File: config.mk
export PLATFORM = sky130hd
export DESIGN_NAME = lcg_stim_gen
export DESIGN_NICKNAME = d
export VERILOG_FILES = /design/src/rtl/lcg_stim_pkg.sv /design/src/rtl/lcg_stim_gen_sig_misr.sv /design/src/rtl/lcg_stim_gen.sv
export SDC_FILE = /design/constraint.sdc
export NUM_CORES = 1
export LEC_CHECK = 0
export BUFFER_PORTS_ARGS = -buffer_cell sky130_fd_sc_hd__buf_2
export CAP_MARGIN = 20
export CORE_MARGIN = 2
export CORE_UTILIZATION = 53
export CTS_CLUSTER_SIZE = 25
export DETAILED_ROUTE_END_ITERATION = 10
export PLACE_DENSITY_LB_ADDON = 0.2
export SKIP_CTS_REPAIR_TIMING = 1
export SYNTH_ARGS = -nofsm -noshare
export SYNTH_HDL_FRONTEND = slang
export SYNTH_HIERARCHICAL = 1
export SYNTH_SLANG_ARGS = --single-unit
File: constraint.sdc
create_clock -name clk -period 13.9 [get_ports clk]
set_input_delay 2.085 -clock clk [delete_from_list [all_inputs] [get_ports clk]]
set_output_delay 2.085 -clock clk [all_outputs]
set_load 0.02 [all_outputs]
File: src/rtl/lcg_stim_pkg.sv
// Shared constants, state/mode encodings and the LCG step for the stimulus generator.
package lcg_stim_pkg;

  localparam logic [31:0] LCG_A        = 32'h41C64E6D;
  localparam logic [31:0] LCG_C        = 32'h3039;
  localparam logic [31:0] DEFAULT_POLY = 32'h04C11DB7;

  typedef enum logic [1:0] {
    IDLE  = 2'd0,
    FILL  = 2'd1,
    DRAIN = 2'd2,
    DONE  = 2'd3
  } state_e;

  typedef enum logic [1:0] {
    MODE_LCG  = 2'd0,
    MODE_HOLD = 2'd1,
    MODE_WALK = 2'd2
  } mode_e;

  function automatic logic [31:0] lcg_next(input logic [31:0] s);
    return s * LCG_A + LCG_C;
  endfunction

endpackage

File: src/rtl/lcg_stim_gen_sig_misr.sv
// Response compactor: XOR-folds the DUT output into SIG_W bits and clocks it into a MISR.
module sig_misr #(
  parameter int unsigned OUT_W = 159,
  parameter int unsigned SIG_W = 32,
  parameter logic [31:0] POLY  = 32'h04C11DB7
) (
  input  logic             clk,
  input  logic             rst_n,
  input  logic             clr,
  input  logic             en,
  input  logic [OUT_W-1:0] data,
  output logic [SIG_W-1:0] sig_o
);
  localparam int unsigned NCH   = (OUT_W + SIG_W - 1) / SIG_W;
  localparam int unsigned PAD_W = NCH * SIG_W;
  localparam logic [SIG_W-1:0] P = POLY[SIG_W-1:0];

  logic [PAD_W-1:0] w_pad;
  logic [SIG_W-1:0] w_fold;

  always_comb begin
    w_pad  = PAD_W'(data);
    w_fold = '0;
    for (int i = 0; i < NCH; i++) begin
      w_fold = w_fold ^ w_pad[i*SIG_W +: SIG_W];
    end
  end

  always_ff @(posedge clk or negedge rst_n) begin
    if (!rst_n) begin
      sig_o <= '0;
    end else if (clr) begin
      sig_o <= '0;
    end else if (en) begin
      sig_o <= {sig_o[SIG_W-2:0], 1'b0} ^ (sig_o[SIG_W-1] ? P : '0) ^ w_fold;
    end
  end

endmodule

File: src/rtl/lcg_stim_gen.sv
// LCG-driven DUT stimulus generator: fills a wide vector word-by-word, publishes it, and signs the responses.
module lcg_stim_gen
  import lcg_stim_pkg::*;
#(
  parameter int unsigned IN_W  = 138,
  parameter int unsigned OUT_W = 159,
  parameter logic [31:0] SEED  = 32'd784456416,
  parameter int unsigned CNT_W = 16,
  parameter int unsigned SIG_W = 32,
  parameter logic [31:0] POLY  = DEFAULT_POLY
) (
  input  logic             clk,
  input  logic             rst_n,
  input  logic             seed_load_i,
  input  logic [31:0]      seed_i,
  input  logic             start_i,
  input  logic [CNT_W-1:0] num_vec_i,
  input  logic [1:0]       mode_i,
  output logic [IN_W-1:0]  in_flat_o,
  output logic             vec_valid_o,
  input  logic [OUT_W-1:0] out_flat_i,
  output logic             busy_o,
  output logic             done_o,
  output logic [CNT_W-1:0] vec_cnt_o,
  output logic [SIG_W-1:0] sig_o
);
  localparam int unsigned NWORDS = (IN_W + 31) / 32;
  localparam int unsigned IDX_W  = (NWORDS > 1) ? $clog2(NWORDS) : 1;
  localparam int unsigned POS_W  = (IN_W > 1) ? $clog2(IN_W) : 1;
  localparam logic [IDX_W-1:0] LAST_IDX = IDX_W'(NWORDS - 1);
  localparam logic [POS_W-1:0] LAST_POS = POS_W'(IN_W - 1);

  state_e                   r_state;
  mode_e                    r_mode;
  logic [31:0]              r_rng;
  logic [NWORDS-1:0][31:0]  r_stage;
  logic [IDX_W-1:0]         r_idx;
  logic [POS_W-1:0]         r_pos;
  logic [CNT_W-1:0]         r_num_vec;

  logic [NWORDS-1:0][31:0]  w_stage_nxt;
  logic [31:0]              w_lcg;
  logic [IN_W-1:0]          w_walk;
  logic                     w_idle_done;
  logic                     w_accept;
  logic                     w_adv;
  logic                     w_wrap;
  logic                     w_pub;
  logic                     w_last;
  logic                     w_sig_en;

  // HOLD only draws from the LCG until its first vector is published.
  always_comb begin
    w_lcg       = lcg_next(r_rng);
    w_walk      = IN_W'(1) << r_pos;
    w_idle_done = (r_state == IDLE) || (r_state == DONE);
    w_accept    = start_i && w_idle_done;
    w_wrap      = (r_idx == LAST_IDX);
    w_adv       = (r_state == FILL) &&
                  ((r_mode == MODE_LCG) || ((r_mode == MODE_HOLD) && (vec_cnt_o == '0)));
    w_pub       = (r_state == FILL) && w_wrap;
    w_last      = w_pub && (CNT_W'(vec_cnt_o + 1'b1) == r_num_vec);
    w_sig_en    = (w_pub && (vec_cnt_o != '0)) || ((r_state == DRAIN) && w_wrap);
    w_stage_nxt = r_stage;
    if (w_adv) w_stage_nxt[r_idx] = w_lcg;
  end

  always_ff @(posedge clk or negedge rst_n) begin
    if (!rst_n) begin
      r_state     <= IDLE;
      r_mode      <= MODE_LCG;
      r_rng       <= SEED;
      r_stage     <= '0;
      r_idx       <= '0;
      r_pos       <= '0;
      r_num_vec   <= '0;
      in_flat_o   <= '0;
      vec_valid_o <= 1'b0;
      busy_o      <= 1'b0;
      done_o      <= 1'b0;
      vec_cnt_o   <= '0;
    end else begin
      vec_valid_o <= 1'b0;
      if (seed_load_i && w_idle_done) r_rng <= seed_i;
      case (r_state)
        IDLE, DONE: begin
          if (start_i) begin
            vec_cnt_o <= '0;
            r_idx     <= '0;
            r_pos     <= '0;
            r_num_vec <= num_vec_i;
            r_mode    <= (mode_i == 2'd1) ? MODE_HOLD :
                         (mode_i == 2'd2) ? MODE_WALK : MODE_LCG;
            if (num_vec_i == '0) begin
              r_state <= DONE;
              busy_o  <= 1'b0;
              done_o  <= 1'b1;
            end else begin
              r_state <= FILL;
              busy_o  <= 1'b1;
              done_o  <= 1'b0;
            end
          end
        end
        FILL: begin
          if (w_adv) begin
            r_rng   <= w_lcg;
            r_stage <= w_stage_nxt;
          end
          if (w_wrap) begin
            r_idx       <= '0;
            in_flat_o   <= (r_mode == MODE_WALK) ? w_walk : IN_W'(w_stage_nxt);
            vec_valid_o <= 1'b1;
            vec_cnt_o   <= vec_cnt_o + 1'b1;
            if (r_mode == MODE_WALK) r_pos <= (r_pos == LAST_POS) ? '0 : r_pos + 1'b1;
            if (w_last) r_state <= DRAIN;
          end else begin
            r_idx <= r_idx + 1'b1;
          end
        end
        DRAIN: begin
          // Final vector is held a full period so its response is settled before the last sample.
          if (w_wrap) begin
            r_idx   <= '0;
            r_state <= DONE;
            busy_o  <= 1'b0;
            done_o  <= 1'b1;
          end else begin
            r_idx <= r_idx + 1'b1;
          end
        end
        default: r_state <= IDLE;
      endcase
    end
  end

  sig_misr #(
    .OUT_W (OUT_W),
    .SIG_W (SIG_W),
    .POLY  (POLY)
  ) u_sig_misr (
    .clk   (clk),
    .rst_n (rst_n),
    .clr   (w_accept),
    .en    (w_sig_en),
    .data  (out_flat_i),
    .sig_o (sig_o)
  );

endmodule

# ---- Word-level counts from Yosys, hierarchy flattened
# Cells that the tools add are included.
dict set report op_classes {
  n_addsub 4
  multipliers 1
  n_lt_le_gt_ge 2
  n_eq_ne 15
  shift 1
  n_mux 40
  bitwise_logic 6
  n_reduce_logical 29
}
# operator n
set ops {}
lappend ops {{$mux 138} 2}
lappend ops {{$mux 32} 6}
lappend ops {{$bwmux 160} 1}
lappend ops {{$xor 32x32->32} 5}
lappend ops {{$shl 1x8->138 const A} 1}
lappend ops {{$demux 32 s3} 1}
lappend ops {{$add 32x14->32 const B} 1}
lappend ops {{$logic_not 16->1} 2}
lappend ops {{$mul 32x31->32 const B} 1}
lappend ops {{$mux 16} 2}
lappend ops {{$mux 8} 4}
lappend ops {{$pmux 16 s2} 1}
lappend ops {{$xor 32x31->32} 1}
lappend ops {{$mux 27} 1}
lappend ops {{$add 16x1->16 const B} 1}
lappend ops {{$eq 16x16->1} 1}
lappend ops {{$pmux 8 s2} 1}
lappend ops {{$reduce_bool 16->1} 1}
lappend ops {{$mux 2} 7}
lappend ops {{$logic_and 1x1->1} 9}
lappend ops {{$add 8x1->8 const B} 1}
lappend ops {{$eq 2x2->1 const B} 4}
lappend ops {{$eq 8x8->1 const B} 1}
lappend ops {{$mux 1} 8}
lappend ops {{18 further kinds} 35}
dict set report totals {
  regBits 412
  input_bits 213
  out_inout_bits 189
  word_cells 115
}

# ---- Depth between registers and ports, before layout
# Gate-level depths: netlist of run 1.
dict set report logic_depth {
  depth_word 7
  mapped_depth 27
  ltp_nobuf 26
}

# ---- Cells and area by module
# Netlist of run 1, hierarchy kept.
# mod n_inst cells_each area_per_inst_um2 seq_area_each_um2
set by_module_without_submodules {}
lappend by_module_without_submodules {lcg_stim_gen 1 2700 25268.0 8977.4}
lappend by_module_without_submodules {sig_misr 1 235 2997.9 800.8}

# ---- Worst setup path after synthesis of run 1
# OpenSTA, ideal clock, no wires.
dict set report synth_timing {
  path_type {register to register}
  startpoint {register r_rng[9]}
  endpoint {register in_flat_o[127]}
  setup_time_ns 0.077
  t_arrival_ns 6.283
  required_time_ns 13.823
  setup_slack_ns 7.539
  path_stages_with_launch 25
  n_path_buf 1
  synth_period_minus_slack_ns 6.361
  cell_sequence {dfstp_2 ha_1 xor2_1 ha_1 a21oi_1 fa_1 fa_1 inv_1 fa_1 fa_1 fa_1 inv_1 fa_1 inv_1 ha_1 buf_2 a211oi_1 nor2_1 o311ai_0 a21boi_0 a31oi_1 a32oi_2 xnor2_2 o21ai_1 a21oi_1}
}
dict set report synth_between {
  elab_chain_cells 5
}
# element line
set synth_lines {}
lappend synth_lines {{start: declaration} lcg_stim_gen.sv:35} ;# logic [31:0] r_rng;
lappend synth_lines {{start signal: assignment} lcg_stim_gen.sv:84} ;# if (seed_load_i && w_idle_done) r_rng <= seed_i;
lappend synth_lines {{start signal: assignment} lcg_stim_gen.sv:107} ;# r_rng <= w_lcg;
lappend synth_lines {{$mul 32x31->32} lcg_stim_pkg.sv:22} ;# return s * LCG_A + LCG_C;
lappend synth_lines {{$add 32x14->32} lcg_stim_pkg.sv:22}
lappend synth_lines {{$bwmux 160} lcg_stim_gen.sv:65} ;# if (w_adv) w_stage_nxt[r_idx] = w_lcg;
lappend synth_lines {{$mux 138} lcg_stim_gen.sv:65}
lappend synth_lines {{$mux 138} lcg_stim_gen.sv:112} ;# in_flat_o <= (r_mode == MODE_WALK) ? w_walk : IN_W'(w_stage_nxt);
lappend synth_lines {{end signal: assignment} lcg_stim_gen.sv:112}
lappend synth_lines {{end: declaration} lcg_stim_gen.sv:19} ;# output logic [IN_W-1:0] in_flat_o,
# No other way between the ends.
# A chain may end at the register's enable or synchronous reset.

# ---- Worst setup path in the final report of run 1
dict set report layout_timing {
  startpoint {register r_rng[4]}
  endpoint {register in_flat_o[25]}
}
# The elaborated chain is that of the path after synthesis.

==> flow_summary_export.csv, run 1 <==
group,metric,value,unit
run_status,status,"finished, final reports clean",
drt,routed_wl,90800,um
yosys,synth_fa_ha_area_share,23.0,%
sta,period_share,53.5,%
critical_path,path_common_cell,"fa_1",
critical_path,criticalPathCategory,"reg -> reg",
critical_path,worst-path-max-fanout,10,
drt,wl_per_cell,22.7,um
critical_path,critPathCaptureType,"flip-flop",
critical_path,critical_path.startpoint,"r_rng[4]",
sta,fin_setup_tns,0,ps
sta,rsz0062_at_grt,"false",
floorplanning,start_util,53.7,%
floorplanning,die-area,0.0552,mm^2
yosys,yosysTopAreaCell,"dfrtp_1",
yosys,syn_inst,2935,
clock_network,insertion_delay,610,ps
yosys,synth_top_family_by_area,"adder cells",
power_and_ir_drop,p_sw,0.826,mW
power_and_ir_drop,p_comb_share,17.1,%
sta,finalMaxSlewViolations,0,
yosys,synth_cell_type_count,80,
yosys,ys_seq_elements,390,
yosys,netlist.area_leader.share,33.2,%
place,post-place-ws,6560,ps
floorplanning,rows,84,
power_and_ir_drop,ir_worst_vdd,0.105,mV
clock_network,clock_sinks,390,
drt,antenna_left,0,
critical_path,crit_chain,"ha_1, xor2_1, ha_1, nor2_1, fa_1, fa_1, inv_1, fa_1, ha_1, fa_1, inv_1, fa_1, inv_1, ha_1, and3_1, a221o_1, nor3_1, a21oi_2, a21oi_1, xor2_1, o21ai_1, a221oi_1, nor2_1",
global_routing,grt_pass1_vias,23057,
floorplanning,fp.coreArea,0.0527,mm^2
clock_network,cts_made_buffers,44,
critical_path,crit_required,14370,ps
drt,drtIter0Drc,2148,
drt,post-route-drc-count,0,
clock_network,h-tree-depth,2,
min_path,min_path_cells,2,
final_layout,final_nets,3890,
sta,worst_pin_slew,1240,ps
sta,post-route-min-period,7430,ps
critical_path,critPathMaxStageDelay,700,ps
drt,vias_per_cell,5.65,
yosys,synth_xor_area_share,9.03,%
global_routing,antenna_found_initial,4,
sta,final-hold-violation-count,0,
power_and_ir_drop,cellPowerDensity,94.3,mW/mm^2
sta,max-slew-margin-rel,16.8,%
yosys,syn_nets,3555,
yosys,synthArstFlopShare,100,%
drt,num_vias,22589,
sta,setup_ws,6470,ps
sta,fmaxAchievable,0.135,GHz
place,hpwl,70200,um
yosys,yosys_warnings,6,
yosys,yosys-top-cells-area,"dfrtp_1 33%, fa_1 13%, ha_1 9.7%, inv_1 5.6%, nand2_1 5.2%",
yosys,synth_edf_count,0,
power_and_ir_drop,p_int,2.23,mW
global_routing,grt_usage,33.1,%
clock_network,path_clk_slew,60,ps
run,max_cap_violations,0,
critical_path,reg2reg_depth,23,
min_path,hold_class,"reg -> reg",
global_routing,grt_start_max_net_pins,191,
clock_network,clockRootBuffer,"clkbuf_16",
critical_path,cp-start-kind,"flip-flop",
yosys,ys.flop_type,"dfrtp_1",
power_and_ir_drop,p_sw_share,27.0,%
critical_path,crit_path_end,"in_flat_o[25]",
global_routing,grt_pass1_wl,139000,um
critical_path,crit_arrival,7900,ps
critical_path,ff2ff_setup_slack,6470,ps
power_and_ir_drop,p_leak,16.6,nW
drt,first_pass_iters,5,
place,gp_congestion,0.977,
final_layout,drive_gt1_share,17.8,%
clock_network,cts_tree,"done",
power_and_ir_drop,clock_power_share,42.2,%
floorplanning,io_pins,402,
yosys,syn_area_per_cell,9.63,um^2
critical_path,worst_r2r_endpoint,"in_flat_o[25]",
place,io_buffers,401,
final_layout,area_delta_synth_final,14.8,%
floorplanning,chipHeight,235,um
yosys,yosysMostFrequentCell,"inv_1",
critical_path,cp_top_family,"adder cells",
floorplanning,die_w,235,um
clock_network,cts.path.max_buffers,3,
yosys,netlist_area,0.0283,mm^2
yosys,ys_seq_area_share,34.6,%
critical_path,crit_cells,23,
critical_path,r2r_start,"r_rng[4]",
global_routing,grt_overflow_total,0,
yosys,synthMuxAreaShare,2.13,%
sta,setup_viol_count_final,0,
sta,finalClockSkew,37.0,ps
critical_path,cp_num_buf_inv,3,
final_layout,fillerInstances,4499,
power_and_ir_drop,seqPwrFrac,40.7,%
critical_path,cp_slowest_cell,"xor2_1",
yosys,synth_compound_area_share,11.1,%
yosys,synth_common_cells,"418 x inv_1, 395 x nand2_1, 375 x dfrtp_1",
yosys,yosys.area_share.simple,12.4,%
-- power by group through the flow --
stage                     sequential [mW]  clock [mW]  combinational (mW)
after floorplan                      1.31           0               0.293
final                                1.25        1.29               0.523
after detailed placement             1.27           0               0.527
after CTS                            1.25        1.31               0.529
after global placement               1.27           0               0.522
after global routing                 1.25        1.36               0.555
-- layout make-up --
class / instances / area, um^2 / area share (%)
repair buffers: 432 / 2260 / 6.97
well taps: 688 / 861 / 2.65
clock inverters: 24 / 372 / 1.15
inverters: 419 / 1580 / 4.86
flip-flops and latches: 390 / 9780 / 30.1
diodes: 3 / 7.51 / 0.0231
multi-input cells: 1983 / 16300 / 50.4
clock buffers: 58 / 1240 / 3.83
-- cell families (layout without fill, tap and decap cells) --
kind of cell    count (synthesis)  count (layout)
fa+ha+maj                     407             407
xor+xnor                      217             217
mux                            55              55
flops                         390             390
compound gates                485             485
simple gates                  819             819
buf+inv                       562             933
other cells                     0               3
-- through the flow --
step	instances	power (mW)	hold WS, ps	area (um^2)	utilization (%)
global placement	3909	1.79	446	30800	58.5
finish	3997	3.06	461	32400	61.6
floorplan	2935	1.60	433	28300	-
detailed placement	3911	1.80	454	30800	58.5
CTS	3993	3.08	467	32400	61.6
global route	3996	3.16	483	32400	61.6
-- flip-flops by register name, indices dropped and copies added, names as in the netlist, 3 cells and up --
signal	cells
in_flat_o	138
r_stage	138
vec_cnt_o	16
r_pos	8
r_rng	32
u_sig_misr/sig_o	32
r_idx	3
r_num_vec	16
-- worst min-delay path by stage --
| stage | startpoint | endpoint |
|---|---|---|
| 2_1_floorplan | r_stage[117] | r_stage[117] |
| 3_5_place_dp | r_stage[85] | r_stage[85] |
| 3_3_place_gp | r_stage[21] | r_stage[21] |
| 6_report | r_stage[85] | r_stage[85] |
| 4_1_cts | r_stage[85] | r_stage[85] |
| 5_1_grt | r_stage[85] | r_stage[85] |
-- tightest hold or removal path, delay by kind of cell, from the launching register on --
family / cells / cell delay, ps
flops: 1 / 320
simple gates: 2 / 110
-- metal layers --
layer / GRT usage [%] / wire length, um
met3: 7.87 / 8130
met1: 44.4 / 36800
met5: 0 / 13
met2: 53.1 / 42700
met4: 11.3 / 3170
-- layout by cell type, fill, tap and decap left out, drive strengths merged, types with 6 or more instances in the layout --
cell type	synthesis	routed
a211oi	36	36
ha	219	219
nor4	9	9
xnor2	115	115
a221oi	76	76
fa	188	188
nand4	12	12
a21o	12	12
nand2b	25	25
dfstp	15	15
xor2	57	57
clkbuf	106	58
a21oi	84	84
bufinv	0	7
xnor3	45	45
a31oi	33	33
o22ai	18	18
dfrtp	375	375
o21ai	164	164
and2	16	16
mux2i	20	20
a32oi	18	18
nor2	272	272
nor2b	8	8
o31ai	10	10
buf	37	432
inv	418	420
mux2	35	35
nand2	395	395
nand3	19	19
and3	27	27
or3	6	6
nor3	16	16
clkinv	1	16
Note: power is estimated with default switching activity, not from simulation.
==> run 2: changes to the inputs <==
- clock period: 13.9 -> 6.01 ns (I/O delays scaled with it)
==> run 2 against run 1 <==
Total power is 120% higher; combinational power is 130% higher; setup slack worse by 6900 ps; the flow now finishes with violations (negative setup slack); cell area is 10% higher; sequential share of layout area is 2.7 points lower; final cell count is 6.4% higher; sequential power is 130% higher.
==> flow_summary_export.csv, run 2 (synthesized netlist as in run 1, its figures left out) <==
group,metric,value,unit
clock_network,clock_sinks,390,
run,max_cap_violations,0,
final_layout,design_area,0.0357,mm^2
place,gp_congestion,0.971,
sta,finalMaxSlewViolations,0,
drt,routed_wl,96700,um
final_layout,multi_input_area,0.0177,mm^2
critical_path,critPathCaptureType,"flip-flop",
sta,worst_pin_slew,1290,ps
drt,drtIter0Drc,2182,
clock_network,insertion_delay,590,ps
drt,num_vias,23976,
min_path,hold_class,"in -> async",
sta,max-slew-margin-rel,14.0,%
final_layout,layout_commonest_cell,"buf_2",
critical_path,crit_chain,"ha_4, fa_2, inv_2, fa_2, fa_1, inv_2, ha_4, inv_2, fa_1, inv_1, fa_2, fa_2, ha_4, and2_4, nand2_1, or3_4, a21oi_4, a21oi_4, xor2_4, o21ai_2, a221oi_2, nor2_1",
critical_path,crit_required,6460,ps
sta,fmaxAchievable,0.155,GHz
critical_path,criticalPathCategory,"reg -> reg",
final_layout,drive_gt1_share,29.6,%
critical_path,cp_top_family,"adder cells",
global_routing,grtUsageMet1,45.1,%
run_status,status,"finished, violations left",
power_and_ir_drop,p_leak,18.0,nW
drt,first_pass_iters,6,
final_layout,area_delta_synth_final,26.2,%
power_and_ir_drop,power,6.81,mW
floorplanning,fp.coreArea,0.0527,mm^2
critical_path,cp_num_buf_inv,4,
global_routing,grt_pass1_vias,24622,
place,placed_cell_area,0.0328,mm^2
global_routing,use_met3,7.23,%
global_routing,antenna_found_initial,9,
drt,antenna_left,0,
global_routing,grt_pass1_wl,145000,um
sta,finalClockSkew,18.4,ps
sta,rsz0062_at_grt,"true",
drt,post-route-drc-count,0,
global_routing,grt_start_max_net_pins,119,
final_layout,final_nets,4147,
sta,post-route-min-period,6430,ps
sta,setup_viol_count_final,106,
floorplanning,chipHeight,235,um
sta,final-hold-violation-count,0,
final_layout,fillerInstances,4205,
floorplanning,die_w,235,um
floorplanning,rows,84,
floorplanning,io_pins,402,
sta,setup_ws,-424,ps
final_layout,fin_cells,4253,
place,hpwl,73800,um
power_and_ir_drop,ir_worst_vdd,0.210,mV
global_routing,grt.busiest_layer,"met2",
drt,vias_per_cell,5.64,
final_layout,reg_top3,"in_flat_o (138), r_stage (138)",
clock_network,path_clk_slew,60,ps
critical_path,cp-start-kind,"flip-flop",
floorplanning,die-area,0.0552,mm^2
critical_path,cp_slowest_cell,"dfstp_2",
critical_path,crit_arrival,6890,ps
floorplanning,start_util,53.7,%
clock_network,cts_tree,"done",
global_routing,grt_usage,34.6,%
clock_network,cts_made_buffers,44,
place,dpl.cell_count,4137,
critical_path,path_common_cell,"fa_2",
run_status,violations,"negative setup slack",
place,io_buffers,401,
global_routing,grt_overflow_total,0,
final_layout,register_area,0.00979,mm^2
sta,period_share,107,%
power_and_ir_drop,cellPowerDensity,191,mW/mm^2
final_layout,layout_common_cells,"400 x buf_2, 399 x inv_1, 374 x nand2_1",
clock_network,h-tree-depth,2,
drt,wl_per_cell,22.7,um
clock_network,clockRootBuffer,"clkbuf_16",
clock_network,cts.path.max_buffers,3,
critical_path,critPathMaxStageDelay,600,ps
global_routing,met2_usage,54.9,%
critical_path,worst-path-max-fanout,5,
==> run 2: metrics by stage <==
stage	setup WS, ps	setup TNS [ps]	hold WS [ps]	util, %
global route	-662	-47400	344	67.8
CTS	-681	-41860	332	65.0
finish	-424	-26680	284	67.8
floorplan	-176	-3230	433	-
detailed placement	-651	-38240	457	62.3
global placement	-589	-32270	446	62.3
==> run 2: layout make-up <==
type / instances / share of cell area [%]
flip-flops and latches: 390 / 27.4
repair buffers: 688 / 11.9
multi-input cells: 1984 / 49.7
well taps: 688 / 2.41
diodes: 6 / 0.0421
inverters: 419 / 4.42
clock inverters: 17 / 0.421
clock buffers: 61 / 3.61
==> run 2: final timing paths <==
path / cells past startpoint / start / endpoint / slack [ps]
max: 22 / r_rng[7] / in_flat_o[89] / -420
min: 1 / rst_n / in_flat_o[96] / 280
max reg2reg: 22 / r_rng[7] / in_flat_o[89] / -420
min reg2reg: 2 / r_stage[23] / r_stage[23] / 460
max in group asynchronous: 2 / rst_n / vec_cnt_o[2] / 4270
min in group clk: 2 / r_stage[23] / r_stage[23] / 460
==> run 2: layer usage <==
metal  wire, um  vias to the layer above
li1           -                    10787
met1      38300                    11836
met2      44900                     1113
met3       8180                      234
met4       5300                        6
met5        115                        -
==> run 2: worst register-to-register path, cell delays in order (launching register included) <==
cell and delay (ps):
dfstp_2 600, ha_4 250, fa_2 570, inv_2 40
fa_2 410, fa_1 500, inv_2 50, ha_4 250
inv_2 30, fa_1 520, inv_1 50, fa_2 530
fa_2 460, ha_4 310, and2_4 170, nand2_1 50
or3_4 360, a21oi_4 250, a21oi_4 110, xor2_4 300
o21ai_2 110, a221oi_2 300, nor2_1 90
==> run 2: report_power, final <==
group	leakage (nW)	total, mW	switching (mW)	internal [mW]
Combinational	12.8	1.19	0.538	0.648
Clock	0.713	2.71	1.19	1.52
Sequential	4.49	2.91	0.173	2.74
==> run 3: changes to the inputs <==
- CTS_BUF_LIST: unset -> sky130_fd_sc_hd__clkbuf_4 sky130_fd_sc_hd__clkbuf_8 sky130_fd_sc_hd__clkbuf_16
==> run 3 against run 2 <==
The flow still finishes with violations (negative setup slack); sequential power about the same; flip-flop and latch count stayed put; clock power hardly changed; total power grew 0.39%; cell area about the same; non-clock buffer count did not move; largest power group unchanged.
==> flow_summary_export.csv, run 3 (synthesized netlist as in run 1, its figures left out) <==
group,metric,value,unit
run_status,status,"finished, violations left",
run_status,violations,"negative setup slack",
sta,max-slew-margin-rel,14.0,%
sta,finalClockSkew,18.4,ps
global_routing,grtUsageMet1,45.1,%
place,io_buffers,401,
clock_network,cts_made_buffers,44,
final_layout,layout_commonest_cell,"buf_2",
sta,setup_ws,-429,ps
final_layout,drive_gt1_share,29.8,%
sta,rsz0062_at_grt,"true",
critical_path,critPathCaptureType,"flip-flop",
clock_network,path_clk_slew,60,ps
global_routing,grt_pass1_wl,145000,um
floorplanning,start_util,53.7,%
critical_path,critPathMaxStageDelay,610,ps
power_and_ir_drop,p_sw_share,27.8,%
global_routing,grt_pass1_vias,24626,
sta,fin_hold_ws,304,ps
drt,drtIter0Drc,2270,
clock_network,clockRootBuffer,"clkbuf_16",
floorplanning,die-area,0.0552,mm^2
power_and_ir_drop,clock_power_share,40.1,%
final_layout,design_area,0.0357,mm^2
critical_path,criticalPathCategory,"reg -> reg",
critical_path,crit_chain,"ha_4, fa_2, inv_2, fa_2, fa_1, inv_2, ha_4, inv_2, fa_1, inv_1, fa_2, fa_2, ha_4, and2_4, nand2_1, or3_4, a21oi_4, a21oi_4, xor2_4, o21ai_2, a221oi_2, nor2_1",
drt,num_vias,24084,
drt,routed_wl,96800,um
drt,antenna_left,0,
critical_path,cp-start-kind,"flip-flop",
place,hpwl,73800,um
power_and_ir_drop,p_comb_share,17.4,%
place,gp_congestion,0.971,
global_routing,grt.busiest_layer,"met2",
power_and_ir_drop,ir_worst_vdd,0.210,mV
final_layout,area_delta_synth_final,26.3,%
sta,post-route-min-period,6440,ps
run,max_cap_violations,0,
final_layout,layout_common_cells,"400 x buf_2, 399 x inv_1, 374 x nand2_1",
global_routing,grt_start_max_net_pins,119,
critical_path,path_common_cell,"fa_2",
global_routing,grt_overflow_total,0,
critical_path,crit_arrival,6890,ps
drt,post-route-drc-count,0,
global_routing,antenna_found_initial,9,
critical_path,crit_required,6460,ps
power_and_ir_drop,p_leak,18.1,nW
critical_path,worst-path-max-fanout,5,
sta,final-hold-violation-count,0,
clock_network,clock_sinks,390,
sta,fmaxAchievable,0.155,GHz
final_layout,final_nets,4147,
final_layout,post-route-util,67.8,%
sta,setup_viol_count_final,108,
clock_network,insertion_delay,590,ps
place,placed_cell_area,0.0328,mm^2
floorplanning,die_w,235,um
power_and_ir_drop,seqPwrFrac,42.6,%
critical_path,cp_top_family,"adder cells",
drt,wl_per_cell,22.8,um
floorplanning,io_pins,402,
power_and_ir_drop,p_int,4.93,mW
sta,worst_pin_slew,1290,ps
place,post-place-ws,-651,ps
power_and_ir_drop,p_sw,1.90,mW
sta,finalMaxSlewViolations,0,
drt,first_pass_iters,7,
global_routing,use_met3,7.23,%
final_layout,reg_top3,"in_flat_o (138), r_stage (138)",
clock_network,cts.path.max_buffers,3,
clock_network,h-tree-depth,2,
critical_path,cp_slowest_cell,"dfstp_2",
critical_path,cp_num_buf_inv,4,
floorplanning,rows,84,
clock_network,cts_tree,"done",
min_path,hold_class,"in -> async",
global_routing,met2_usage,54.9,%
drt,vias_per_cell,5.66,
power_and_ir_drop,cellPowerDensity,191,mW/mm^2
sta,period_share,107,%
floorplanning,fp.coreArea,0.0527,mm^2
global_routing,grt_usage,34.6,%
floorplanning,chipHeight,235,um
## run 3: worst reg2reg max path, delay by kind of cell (launching register included)
kind / cells / cell delay (ps)
adders and majority gates: 9 / 3790
xor gates and xnor gates: 1 / 300
buffers and inverters: 4 / 170
DFF: 1 / 610
AOI/OAI and AO/OA: 4 / 780
and+or+nand+nor: 4 / 670
## run 3: power groups by stage
stage / Clock (mW) / Combinational (mW) / Sequential, mW
finish: 2.74 / 1.19 / 2.91
global route: 2.87 / 1.26 / 2.92
CTS: 2.77 / 1.20 / 2.91
detailed placement: 0 / 1.19 / 2.96
global placement: 0 / 1.17 / 2.95
floorplan: 0 / 0.677 / 3.02
## run 3: worst paths after layout
kind | start | to | slack [ps] | depth (start not counted)
setup / recovery | r_rng[7] | in_flat_o[89] | -430 | 22
hold / removal | rst_n | in_flat_o[96] | 300 | 1
min in group clk | r_stage[23] | r_stage[23] | 470 | 2
max in group asynchronous | rst_n | vec_cnt_o[2] | 4260 | 2
setup reg to reg | r_rng[7] | in_flat_o[89] | -430 | 22
hold reg to reg | r_stage[23] | r_stage[23] | 470 | 2
## run 3: metal layers
| layer | routed length, um | vias to the layer above |
|---|---|---|
| met1 | 38300 | 11905 |
| met3 | 8250 | 238 |
| met4 | 5300 | 6 |
| li1 | - | 10788 |
| met2 | 44900 | 1147 |
| met5 | 113 | - |
## run 3: cell type report
cell class / count / area, um^2
Fill cell: 4204 / 17000
Clock buffer: 61 / 1310
Sequential cell: 390 / 9790
Antenna cell: 7 / 17.5
Tap cell: 688 / 861
Inverter: 419 / 1580
Timing Repair Buffer: 688 / 4260
Multi-Input combinational cell: 1984 / 17700
Clock inverter: 17 / 150
## run 3: metrics by stage
step / total power, mW / cells / TNS [ps]
after floorplan: 3.70 / 2935 / -3230
after global placement: 4.13 / 4136 / -32270
after detailed placement: 4.15 / 4137 / -38240
after CTS: 6.88 / 4215 / -41850
after global routing: 7.05 / 4252 / -47390
final: 6.83 / 4254 / -26900
